`config.mk`:
```
export PLATFORM = sky130hd
export DESIGN_NAME = lcd_bus_reader
export DESIGN_NICKNAME = d
export VERILOG_FILES = /design/src/rtl/lcd_pkg.sv /design/src/rtl/lcd_phase_timer.sv /design/src/rtl/lcd_bus_reader.sv
export SDC_FILE = /design/constraint.sdc
export NUM_CORES = 1
export LEC_CHECK = 0
export ABC_AREA = 0
export CORE_MARGIN = 3
export CORE_UTILIZATION = 40
export CTS_CLUSTER_DIAMETER = 50
export CTS_CLUSTER_SIZE = 20
export DETAILED_ROUTE_END_ITERATION = 6
export GPL_TIMING_DRIVEN = 0
export PLACE_DENSITY = 0.74
export SLEW_MARGIN = 0
export SYNTH_ARGS = -nofsm -noshare
export SYNTH_HDL_FRONTEND = slang
export SYNTH_HIERARCHICAL = 1
export SYNTH_SLANG_ARGS = --single-unit
```
`constraint.sdc`:
```
create_clock -name clk -period 1.6 [get_ports clk]
set_clock_uncertainty 0.15 [all_clocks]
set_input_delay 0.24 -clock clk [delete_from_list [all_inputs] [get_ports clk]]
set_output_delay 0.24 -clock clk [all_outputs]
set_load 0.01 [all_outputs]
```
`src/rtl/lcd_pkg.sv`:
```
// Definitions shared by the HD44780 read engine and the write controller:
// FSM states, register-select/busy-flag constants and the default bus timing.
package lcd_pkg;

  typedef enum logic [2:0] {
    IDLE,
    SETUP,
    EHIGH,
    ELOW,
    RESP
  } lcd_state_e;

  localparam logic LCD_RS_INSTR = 1'b0;
  localparam logic LCD_RS_DATA  = 1'b1;
  localparam int   LCD_BF_BIT   = 7;

  localparam int LCD_T_AS     = 1;
  localparam int LCD_T_EH     = 2;
  localparam int LCD_T_EL     = 2;
  localparam int LCD_POLL_MAX = 255;

  function automatic int lcd_max3(input int a, input int b, input int c);
    int m;
    m = (a > b) ? a : b;
    return (m > c) ? m : c;
  endfunction

endpackage

```
`src/rtl/lcd_phase_timer.sv`:
```
// Loadable down-counter for LCD bus phases: load T-1 on phase entry and
// done is high on the last cycle of that phase.
module lcd_phase_timer #(
  parameter int W = 2
) (
  input  logic         clk,
  input  logic         rst,
  input  logic         load,
  input  logic [W-1:0] load_val,
  output logic         done
);

  logic [W-1:0] cnt;

  always_ff @(posedge clk) begin
    if (rst) begin
      cnt <= '0;
    end else if (load) begin
      cnt <= load_val;
    end else if (cnt != '0) begin
      cnt <= cnt - W'(1);
    end
  end

  assign done = (cnt == '0);

endmodule

```
`src/rtl/lcd_bus_reader.sv`:
```
// HD44780 8-bit bus read engine: BF/AC or data reads with optional busy polling.
// Build option LCD_POLL_TIMEOUT_EN bounds busy polling to POLL_MAX reads.
module lcd_bus_reader
  import lcd_pkg::*;
#(
  parameter int T_AS     = LCD_T_AS,
  parameter int T_EH     = LCD_T_EH,
  parameter int T_EL     = LCD_T_EL,
  parameter int POLL_MAX = LCD_POLL_MAX
) (
  input  logic       clk,
  input  logic       rst,
  input  logic       req_valid,
  output logic       req_ready,
  input  logic       req_rs,
  input  logic       req_poll,
  output logic       rsp_valid,
  output logic [7:0] rsp_data,
  output logic       rsp_timeout,
  output logic       bus_active,
  input  logic [7:0] db_in,
  output logic       rs,
  output logic       rw,
  output logic       e
);

  localparam int TW = $clog2(lcd_max3(T_AS, T_EH, T_EL)) + 1;

  if (T_AS < 1) begin : g_bad_t_as
    $error("T_AS must be >= 1");
  end
  if (T_EH < 1) begin : g_bad_t_eh
    $error("T_EH must be >= 1");
  end
  if (T_EL < 1) begin : g_bad_t_el
    $error("T_EL must be >= 1");
  end
  if (POLL_MAX < 1) begin : g_bad_poll_max
    $error("POLL_MAX must be >= 1");
  end

  lcd_state_e    state;
  logic          poll_q;
  logic          tmr_load;
  logic [TW-1:0] tmr_val;
  logic          tmr_done;
  logic          busy_again;

  lcd_phase_timer #(.W(TW)) u_timer (
    .clk      (clk),
    .rst      (rst),
    .load     (tmr_load),
    .load_val (tmr_val),
    .done     (tmr_done)
  );

  // Each phase reloads the timer on the cycle it is entered.
  always_comb begin
    tmr_load = 1'b0;
    tmr_val  = '0;
    unique case (state)
      IDLE: begin
        tmr_load = req_valid;
        tmr_val  = TW'(T_AS - 1);
      end
      SETUP: begin
        tmr_load = tmr_done;
        tmr_val  = TW'(T_EH - 1);
      end
      EHIGH: begin
        tmr_load = tmr_done;
        tmr_val  = TW'(T_EL - 1);
      end
      ELOW: begin
        tmr_load = tmr_done;
        tmr_val  = TW'(T_AS - 1);
      end
      default: ;
    endcase
  end

`ifdef LCD_POLL_TIMEOUT_EN
  localparam int PCW = ($clog2(POLL_MAX + 1) > 8) ? $clog2(POLL_MAX + 1) : 8;

  logic [PCW-1:0] poll_cnt;
  logic           poll_limit;
  logic           rsp_timeout_q;

  assign poll_limit = (poll_cnt >= PCW'(POLL_MAX));
  assign busy_again = poll_q && rsp_data[LCD_BF_BIT] && !poll_limit;

  // poll_cnt holds the number of reads already sampled for this request.
  always_ff @(posedge clk) begin
    if (rst) begin
      poll_cnt      <= '0;
      rsp_timeout_q <= 1'b0;
    end else begin
      rsp_timeout_q <= (state == ELOW) && tmr_done && poll_q &&
                       rsp_data[LCD_BF_BIT] && poll_limit;
      if (state == IDLE && req_valid) begin
        poll_cnt <= '0;
      end else if (state == EHIGH && tmr_done) begin
        poll_cnt <= poll_cnt + PCW'(1);
      end
    end
  end

  assign rsp_timeout = rsp_timeout_q;
`else
  assign busy_again  = poll_q && rsp_data[LCD_BF_BIT];
  assign rsp_timeout = 1'b0;
`endif

  always_ff @(posedge clk) begin
    if (rst) begin
      state      <= IDLE;
      rs         <= LCD_RS_INSTR;
      rw         <= 1'b0;
      e          <= 1'b0;
      bus_active <= 1'b0;
      req_ready  <= 1'b1;
      rsp_valid  <= 1'b0;
      rsp_data   <= '0;
      poll_q     <= 1'b0;
    end else begin
      rsp_valid <= 1'b0;
      unique case (state)
        IDLE: begin
          if (req_valid) begin
            rs         <= req_rs;
            poll_q     <= req_poll && (req_rs != LCD_RS_DATA);
            rw         <= 1'b1;
            bus_active <= 1'b1;
            req_ready  <= 1'b0;
            state      <= SETUP;
          end
        end
        SETUP: begin
          if (tmr_done) begin
            e     <= 1'b1;
            state <= EHIGH;
          end
        end
        EHIGH: begin
          if (tmr_done) begin
            e        <= 1'b0;
            rsp_data <= db_in;
            state    <= ELOW;
          end
        end
        ELOW: begin
          if (tmr_done) begin
            if (busy_again) begin
              state <= SETUP;
            end else begin
              rsp_valid  <= 1'b1;
              rw         <= 1'b0;
              bus_active <= 1'b0;
              state      <= RESP;
            end
          end
        end
        RESP: begin
          req_ready <= 1'b1;
          state     <= IDLE;
        end
        default: state <= IDLE;
      endcase
    end
  end

endmodule

```
==> qor.csv <==
stage;metric;value;unit
logic_synthesis;yosysTopAreaCellShare;43.93;%
flow_run;maxCapViolCount;0;
logic_synthesis;syn_area;865.8;µm²
timing;timing.fmax;643.8;MHz
clock_tree;clock_latency;280;ps
logic_synthesis;synthCells;83;
detailed_routing;wl_met3;133;µm
cells_and_area;stdcell_area;1219;µm²
logic_synthesis;synth_area_leaders;dfxtp_1 44%, mux2i_1 12%, nor2_1 4.8%, buf_6 3.9%, a2111oi_4 3.2%;
clock_tree;post_cts.repair.setup_buffers;0;
global_routing;grt_pass1_vias;644;
logic_synthesis;ys_types;30;
detailed_routing;wl_per_cell;12.01;µm
detailed_routing;topRoutingLayerUsed;met4;
setup_path;arrival;1160;ps
logic_synthesis;ys_warn_count;6;
detailed_routing;ant_nets;0;
clock_tree;cts.repair.resized;5;
setup_path;ff2ff_path_depth;6;
worst_hold_path;whs_path_depth;2;
logic_synthesis;synth_seq_cells;19;
place;place_area;1164;µm²
setup_path;critPathMaxStageDelay;530;ps
detailed_routing;wl_met2;837;µm
clock_tree;cts_max_path_buffers;2;
cells_and_area;fin_nets;129;
clock_tree;h-tree-depth;1;
floorplan;initial_core_util;43.25;%
cells_and_area;multi_input_comb_area;422.9;µm²
cells_and_area;utilization;60.88;%
worst_hold_path;hold_class;flop to flop;
timing;min_period;1553;ps
cells_and_area;diodes;0;
floorplan;coreArea;2002;µm²
logic_synthesis;synth.avg_cell_area;10.43;µm²
setup_path;endpoint_kind;primary output;
timing;rsz0062_at_grt;yes;
timing;setup_viol;0;
pwr;finalPower;1642;µW
timing;period_share;97.08;%
timing;tns;0;ps
floorplan;num_rows;16;
detailed_routing;num_vias;674;
global_routing;grt.overflow.total;0;
pwr;p_per_area;1347;nW/µm²
clock_tree;cts-root-buf;clkbuf_4;
logic_synthesis;yosysSeqAreaShare;43.93;%
floorplan;pin_count;28;
global_routing;track_usage;13.50;%
setup_path;crit_required;1210;ps
setup_path;cp_max_fo;2;
setup_path;critPathTopFamily;buffers and inverters;
setup_path;r2r_setup_slack;100;ps
global_routing;grt_max_degree;11;
timing;finalHoldViolations;0;
clock_tree;clk_pin_slew;100;ps
detailed_routing;totalWireLength;1.694;mm
place;io_buffer_count;26;
detailed_routing;met1Wirelength;716;µm
setup_path;cpMaxStageDelayCell;clkdlybuf4s50_1;
setup_path;crit-reg2reg-launch;u_timer/cnt[1];
cells_and_area;syn_to_final_growth;40.75;%
setup_path;path_cells;clkdlybuf4s50_1;
logic_synthesis;yosysMostFrequentCell;dfxtp_1;
clock_tree;cts_tree;yes;
detailed_routing;drc_errors;0;
logic_synthesis;synth_edf_count;0;
pwr;peakVddDrop;0.7806;mV
cells_and_area;seq_area;381.6;µm²
detailed_routing;firstDrtPassIters;3;
floorplan;die_area;2759;µm²
setup_path;critical_path_buf_inv_count;1;
status;status;completed;
clock_tree;ctsHoldBuffers;0;
logic_synthesis;async_flop_share;0;%
floorplan;die_height;52.53;µm
floorplan;die_w;52.53;µm
cells_and_area;drive_gt1_share;15.79;%
detailed_routing;vias_per_cell;4.780;
detailed_routing;drtIter0Drc;5;
clock_tree;numCtsBuffers;3;
setup_path;reg2reg_to;rsp_data[7];
clock_tree;cts.sinks;19;
place;dp_hpwl;1.314;mm
pwr;p_leak;0.0005848;µW
logic_synthesis;ys.flop_type;dfxtp_1;
global_routing;antenna_found_initial;0;
worst_hold_path;hold_path_end;poll_q;
worst_hold_path;hp-start;poll_q;
logic_synthesis;synth_common_cells;19 x dfxtp_1, 11 x nor2_1, 10 x mux2i_1;
timing;slew_violations;0;
cells_and_area;nFillCells;175;
global_routing;grt_first_pass_wirelength;2.746;mm
logic_synthesis;yosysTopAreaCell;dfxtp_1;
setup_path;critPathLaunchType;flop;
setup_path;critical_path_class;flop to primary output;
place;place_congestion;0.7645;
[through the flow]
stage | std cells | hold slack, ps | setup slack [ps]
3_3_place_gp | 137 | 312.1 | -342.7
6_report | 141 | 339.0 | 46.69
5_1_grt | 141 | 367.2 | -0.6571
2_1_floorplan | 84 | 191.9 | 86.53
3_5_place_dp | 137 | 327.5 | -368.5
4_1_cts | 141 | 345.7 | 3.526
[registers in the layout (all words and copies together), names as in the netlist]
| register | count |
|---|---|
| e | 1 |
| poll_q | 1 |
| req_ready | 1 |
| rs | 1 |
| rsp_data | 8 |
| rsp_valid | 1 |
| rw | 1 |
| state | 3 |
| u_timer/cnt | 2 |
[metal layers]
metal	vias up	track usage (%)
li1	342	-
met1	309	14.91
met2	21	23.35
met3	2	5.698
met4	0	3.830
met5	-	0
[power by group]
group	internal, µW	switching [µW]
Sequential	571	46.9
Clock	96.7	137
Combinational	413	378
Total	1080	561
[cells by family (layout without fill, tap and decap cells)]
logic type | count (synthesis) | count (layout) | synth area share (%)
and+or+nand+nor | 26 | 26 | 17.63
DFF | 19 | 19 | 43.93
buffers and inverters | 12 | 42 | 9.103
AOI/OAI and AO/OA | 11 | 11 | 12.86
muxes | 10 | 10 | 11.56
xor gates and xnor gates | 3 | 3 | 3.035
adders and majority gates | 1 | 1 | 1.445
other | 1 | 2 | 0.4331
[worst max path at each step]
stage	start	end	slack, ps	cells past startpoint
2_1_floorplan	u_timer/cnt[0]	rsp_data[0]	90	6
3_3_place_gp	rst	rs	-340	4
3_5_place_dp	rst	rsp_data[3]	-370	4
4_1_cts	rw	bus_active	4	1
5_1_grt	state[1]	u_timer/cnt[0]	-0.7	6
6_report	rsp_data[4]	rsp_data[4]	50	1
[layout by cell type, fill, tap and decap left out, types with 2 or more instances in the layout]
cell / n
a21oi_1: 2
buf_4: 3
buf_6: 3
clkbuf_1: 2
clkbuf_4: 3
clkdlybuf4s50_1: 16
conb_1: 2
dfxtp_1: 18
dlygate4sd2_1: 3
dlymetal6s2s_1: 7
inv_1: 3
mux2i_1: 10
nand2_1: 3
nand3b_1: 3
nor2_1: 11
nor3_1: 3
xor2_1: 2
[layout make-up]
cell class	instances	area share, %
timing repair buffer	26	22.48
tap	27	2.772
inverter	4	1.232
multi-input combinational	53	34.70
clock buffer	4	2.156
buffer	8	5.339
sequential	19	31.31
Power figures use the tool's default switching activity.
